===== src/rtl/fifo_rd_packer.sv =====
// Pops DSIZE-wide entries from a FIFO read port and packs them, lane 0 first,
// into LANES-wide output words; flush emits a partially filled word.
module fifo_rd_packer #(
  parameter int DSIZE = 8,
  parameter int LANES = 4
) (
  input  logic                     rclk,
  input  logic                     rrst,
  input  logic                     rempty,
  input  logic [DSIZE-1:0]         rdata,
  output logic                     rinc,
  input  logic                     flush,
  output logic                     m_valid,
  input  logic                     m_ready,
  output logic [DSIZE*LANES-1:0]   m_data,
  output logic [LANES-1:0]         m_keep,
  output logic [15:0]              word_cnt,
  output logic                     dbg_state
);

  // Output handshake: a word transfers on any rising edge where m_valid and
  // m_ready are both 1; m_data/m_keep hold stable while m_valid waits for m_ready.

  typedef enum logic {
    COLLECT = 1'b0,
    OUT     = 1'b1
  } state_e;

  localparam int LW = $clog2(LANES + 1);
  localparam logic [LW-1:0] LAST_LANE = LW'(LANES - 1);

  state_e                   state_q;
  logic [LW-1:0]            lane_cnt_q;
  logic [DSIZE*LANES-1:0]   data_q;
  logic [LANES-1:0]         keep_q;
  logic [15:0]              word_cnt_q;
  logic                     pop;

  // Reset gates the pop so no FIFO entry is lost while the packer is held.
  assign pop  = (state_q == COLLECT) && !rempty && !rrst;
  assign rinc = pop;

  always_ff @(posedge rclk) begin
    if (rrst) begin
      state_q    <= COLLECT;
      lane_cnt_q <= '0;
      data_q     <= '0;
      keep_q     <= '0;
      word_cnt_q <= '0;
    end else begin
      case (state_q)
        COLLECT: begin
          if (pop) begin
            for (int i = 0; i < LANES; i++) begin
              if (lane_cnt_q == LW'(i)) begin
                data_q[i*DSIZE +: DSIZE] <= rdata;
                keep_q[i]                <= 1'b1;
              end
            end
            lane_cnt_q <= lane_cnt_q + LW'(1);
            if (flush || (lane_cnt_q == LAST_LANE)) begin
              state_q <= OUT;
            end
          end else if (flush && (lane_cnt_q != '0)) begin
            state_q <= OUT;
          end
        end
        OUT: begin
          if (m_ready) begin
            word_cnt_q <= word_cnt_q + 16'd1;
            lane_cnt_q <= '0;
            data_q     <= '0;
            keep_q     <= '0;
            state_q    <= COLLECT;
          end
        end
        default: state_q <= COLLECT;
      endcase
    end
  end

  assign m_valid   = (state_q == OUT);
  assign m_data    = data_q;
  assign m_keep    = keep_q;
  assign word_cnt  = word_cnt_q;
  assign dbg_state = state_q;

endmodule


===== config.mk =====
export PLATFORM = sky130hd
export DESIGN_NAME = fifo_rd_packer
export DESIGN_NICKNAME = d
export VERILOG_FILES = /design/src/rtl/fifo_rd_packer.sv
export SDC_FILE = /design/constraint.sdc
export NUM_CORES = 1
export LEC_CHECK = 0
export ABC_AREA = 1
export ABC_CLOCK_PERIOD_IN_PS = 1500
export CORE_MARGIN = 2
export CORE_UTILIZATION = 42
export CTS_CLUSTER_DIAMETER = 120
export DETAILED_ROUTE_END_ITERATION = 8
export PLACE_DENSITY = 0.74
export SYNTH_ARGS = -nofsm -noshare
export SYNTH_HDL_FRONTEND = slang
export SYNTH_SLANG_ARGS = --single-unit

===== constraint.sdc =====
create_clock -name rclk -period 1.5 [get_ports rclk]
set_input_delay 0.45 -clock rclk [delete_from_list [all_inputs] [get_ports rclk]]
set_output_delay 0.45 -clock rclk [all_outputs]
set_load 0.05 [all_outputs]

-- After elaboration in Yosys (flattened, before gate mapping)
Index checks and enable logic that the tools add are counted.
- add/sub/neg operators: 2
- equality and inequality tests: 9
- muxes and demuxes: 22
- bitwise operators: 1
- reductions and logical operators: 14
- operators with widths (cell ; count):
    $mux W32 ; 2
    $pmux W32 S2 ; 1
    $mux W8 ; 4
    $add A16 B1 Y16 const B ; 1
    $reduce_and A3 Y1 ; 4
    $mux W1 ; 8
    $mux W4 ; 2
    $ne A2 B1 Y1 const B ; 4
    $pmux W4 S2 ; 1
    $eq A3 B2 Y1 const B ; 2
    $mux W3 ; 2
    $pmux W3 S2 ; 1
    $ne A2 B2 Y1 const B ; 2
    $reduce_and A2 Y1 ; 2
    $add A3 B1 Y3 const B ; 1
    $eq A3 B1 Y1 const B ; 1
    $logic_and A1 B1 Y1 ; 3
    $logic_not A3 Y1 ; 1
    $reduce_bool A3 Y1 ; 1
    $logic_not A1 Y1 ; 2
    $pmux W1 S2 ; 1
    $logic_or A1 B1 Y1 ; 1
    $not A1 Y1 ; 1
- register bits after elaboration: 56
- bits of input ports: 13
- output and inout bits: 55
- word-level logic and storage cells: 59

-- Depth between registers and ports, before layout
- word-level depth: 5
- depth in mapped cells: 8
- depth with buffers taken out: 8

-- Worst setup path before layout
OpenSTA, ideal clock, no wires.
- kind: reg-to-output
- start point: reg state_q (netlist: dbg_state)
- end point: out rinc
- arrival time: 1237 ps
- data required time: 1050 ps
- setup slack: -187 ps
- cell stages (with the launch flop): 5
- path buffers: 1
- path through: dfxtp_1 nor2_2 nand2_4 inv_4 buf_6
- cells in the longest elaborated chain, start to end: 3
- RTL lines (item ; line ; text):
    from (decl) ; 32 ; state_e state_q;
    from (signal assigned) ; 45 ; state_q <= COLLECT;
    from (signal assigned) ; 62 ; state_q <= OUT;
    from (signal assigned) ; 65 ; state_q <= OUT;
    $not A1 Y1 ; n/a ;
    $logic_and A1 B1 Y1 (2 in series) ; 40 ; assign pop = (state_q == COLLECT) && !rempty && !rrst;
    to (decl) ; 11 ; output logic rinc,
Every way passes these cells.

-- Worst setup path after layout
- start point: in rempty
- end point: out rinc
- cells in the longest elaborated chain, start to end: 3
- RTL lines (item ; line ; text):
    from (decl) ; 9 ; input logic rempty,
    $logic_not A1 Y1 ; 40 ;
    $logic_and A1 B1 Y1 (2 in series) ; 40 ;
Every way passes these cells.

==> summary.md <==
| Metric | Value |
|---|---|
| Core Region | ~5800 um^2 |
| IO buf count | 67 |
| Hold Vio Cnt, Final | 0 |
| Placed wire-length estimate | 5.328 mm |
| Final setup fails | 1 |
| First-pass GRT wire length | 11.86 mm |
| Violated checks | setup timing |
| Tcrit/Tclk final | 101.3% |
| Hold_buf cts | 0 |
| Drt pass-1 iters | 5 |
| Clock root cell | clkbuf_8 |
| RSZ-0062 raised after global routing | true |
| Largest net degree at the start of global routing | 25 |
| Reg2Reg Setup Slack | 30 ps |
| Tmin final | ~1500 ps |
| Fillers | 431 |
| Final WL | 7.640 mm |
| Clock sink total | 56 |
| Crit end category | primary output |
| Mapped Area | between 2000 and 2500 um^2 |
| Die X | 81.04 um |
| Largest fanout on the critical path | 2 |
| Slew Limit Fails | 0 |
| Fin worst setup slack | -19.04 ps |
| Worst setup SP type | input port |
| All-Layer GR Usage | 23.53% |
| Clock Pin Slew Worst Setup and Hold Paths | about 100 ps |
| Arrival @ worst endpoint | 1070 ps |
| CP Cell Sequence | clkdlybuf4s15_2 -> nor2_4 -> nand2_4 -> inv_4 -> buf_12 |
| Synth Register Bits | 56 |
| R2r endpoint | m_data[23] |
| DRT iter0 DRCs | 170 |
| NetSw | 1.256 mW |
| Ports | 68 |
| TritonCTS clock tree | yes |
| Worst endpoint required time | 1050 ps |
| Fmax | approximately 660 MHz |
| Vias in the first global route | ~2.6k |
| Clk Latency, worst-skew pair | a little over 300 ps |
| Status | finished with violations |
| Die area | 6567 um^2 |
| HP Start | m_data[22] |
| Crit Path Category | input port to primary output |
| Worst relative slew slack | 80.22% |
| Skew final | ~5 ps |
| Vias per cell | ~5.1 |
| Max incr delay on CP | 200 ps |
| Synth warn | 0 |
| GRT overflow | 0 |
| Mean Syn Cell Area | 7.485 um^2 |
| Layout cells sized above 1 | between 30% and 40% |
| Switching Fraction | around 33% |
| Max-cap viol count | 0 |
| Power Internal | 2.576 mW |
| DR WL/cell | approximately 15 um |
| Post-DRT Antenna Nets | 0 |
| Hold Crit Depth | 2 |
| Yosys cell types | 33 |
| Worst-Margin Slew | 295.6 ps |
| Vert. Die Dim | slightly above 80 um |
| DR vias | 2,616 |
| Initial Util | 42.86% |
| Worst r2r src | dbg_state |
| Synth Instances | 333 |
| H-tree depth | 2 |
| Final core occ | 71.92% |
| Initial antenna violation count | 0 |
| Global placer's final weighted congestion | 0.9344 |
| R2R cell count | 7 |
| Max Root-Sink Buffers | 2 |
| Slowest CP cell | clkdlybuf4s15_2 |
| Drt drc | 0 |
| Combinational power share | a little under a third |
| Row count | 28 |
| Worst min-delay path class | flop to flop |
| Post-synth net total | 352 |
| Hold_ws | 507.3 ps |
| Worst-case vdd ir drop | 594.1 uV |
| LEAKAGE | 1.798 nW |
| Clock share of power | 25.5% |
| Hold Crit Endpoint | m_data[22] |
| Synthesis-to-finish area growth | 67.82% |
| Sequential area share after synthesis | 44.98% |
| Num CTS Buffers | 5 |
| Number of diodes | 0 |
| Seq pwr share | approximately 44% |
| Nets | between 400 and 500 |
| Power per cell area | 916.0 nW/um^2 |
[cells in the final DEF, fill, tap and decap left out, types with 2 or more instances in the layout]
cell and n:
a21oi_1 25, buf_12 56, buf_4 29, clkbuf_8 5
clkdlybuf4s50_1 9, dfxtp_1 46, dfxtp_2 9, ha_1 6
inv_1 36, inv_2 5, nand2_1 77, nand2_2 2
nand2_4 3, nand3_1 29, nand3_2 2, nand4_1 8
nor2_1 32, nor2_2 3, nor2_4 7, nor3_1 3
nor3_4 2, o21ai_0 15, o21ai_1 4, o21ai_2 2
[layout make-up]
| class | instances | area (um^2) | share of cell area (%) |
|---|---|---|---|
| timing repair buffer | 97 | 1463 | 34.97 |
| multi-input combinational | 230 | 1222 | 29.23 |
| sequential | 56 | 1136 | 27.16 |
| inverter | 42 | 160.2 | 3.829 |
| tap | 75 | 93.84 | 2.243 |
| clock buffer | 6 | 72.57 | 1.735 |
| clock inverter | 2 | 35.03 | 0.8376 |
[synthesized netlist by cell type]
cell | number | share of area (%)
ha_1 | 6 | 3.0
nand3_2 | 2 | 0.80
nor2_4 | 5 | 2.3
nor3b_1 | 1 | 0.30
nand2_2 | 3 | 0.75
nor2_2 | 3 | 0.75
nand3_1 | 29 | 5.8
nor3_1 | 3 | 0.60
inv_2 | 5 | 0.75
or2_1 | 1 | 0.25
clkbuf_1 | 3 | 0.45
buf_4 | 3 | 0.90
nand2_1 | 77 | 12
and3_1 | 1 | 0.25
a21oi_1 | 25 | 5.0
a21o_1 | 1 | 0.30
a31oi_1 | 1 | 0.25
nor3_2 | 1 | 0.40
nand2_4 | 2 | 0.90
inv_1 | 36 | 5.4
nand4_1 | 8 | 2.0
a21oi_2 | 1 | 0.35
o21ai_4 | 1 | 0.65
o31ai_1 | 1 | 0.30
nor2_1 | 32 | 4.8
dfxtp_1 | 56 | 45
nor3_4 | 1 | 0.65
buf_6 | 1 | 0.45
o21ai_1 | 4 | 0.80
buf_2 | 2 | 0.40
a22oi_1 | 1 | 0.30
inv_4 | 1 | 0.25
o21ai_0 | 16 | 3.2
[cells by family after synthesis]
| logic type | share of synthesized area (%) |
|---|---|
| compound gates | 11.20 |
| fa+ha+maj | 3.012 |
| buf+inv | 8.635 |
| flops | 44.98 |
| simple gates | 32.18 |
[worst max-delay path: cells and delay by family]
family / cells / cell delay [ps]
AND/OR/NAND/NOR: 2 / 210
buffers and inverters: 3 / 400
[metal layers]
layer | global-route usage [%] | vias to the layer above | part of all wire (%)
met3 | 7.444 | 15 | 6.8
li1 | - | 1282 | -
met1 | 26.40 | 1211 | 38
met5 | 0 | - | 0
met4 | 9.322 | 0 | 1.6
met2 | 41.32 | 108 | 53
[metrics by stage]
stage          worst slack (ps)  power (mW)  std cells  TNS, ps  instance area (um^2)
6_report                 -19.04       3.831        508   -19.04                  4183
3_5_place_dp             -382.4       2.793        491   -15960                  3963
2_1_floorplan            -12.99       2.254        333   -12.99                  2502
5_1_grt                  -45.47       3.995        508   -119.6                  4183
4_1_cts                  -12.46       3.794        504   -12.46                  4124
3_3_place_gp             -326.8       2.770        491   -14310                  3963
[power groups by stage]
| stage | Sequential [mW] | Clock (mW) | Combinational [mW] |
|---|---|---|---|
| finish | 1.67 | 0.976 | 1.19 |
| global route | 1.68 | 1.06 | 1.25 |
| CTS | 1.66 | 0.995 | 1.14 |
| detailed placement | 1.70 | 0 | 1.09 |
| global placement | 1.70 | 0 | 1.07 |
| floorplan | 1.90 | 0 | 0.354 |
[how the worst max path moves through the flow]
stage | from | to | slack, ps | cells after the start
2_1_floorplan | rrst | rinc | -10 | 5
3_3_place_gp | rempty | m_data[17] | -330 | 8
3_5_place_dp | rempty | m_data[19] | -380 | 8
4_1_cts | dbg_state | rinc | -10 | 4
5_1_grt | lane_cnt_q[0] | m_data[30] | -50 | 7
6_report | rempty | rinc | -20 | 5
[sequential cells by signal (all words and copies together), names as in the netlist]
register / count
m_data: 32
word_cnt: 16
m_keep: 4
lane_cnt_q: 3
dbg_state: 1
[timing repair]
action	CTS	global route
setup endpoints to repair	13	44
setup buffers	4	1
gates resized for setup	8	10
pin swaps	4	4
gates cloned	1	3
hold endpoints to repair	0	0
Power figures use the tool's default switching activity.
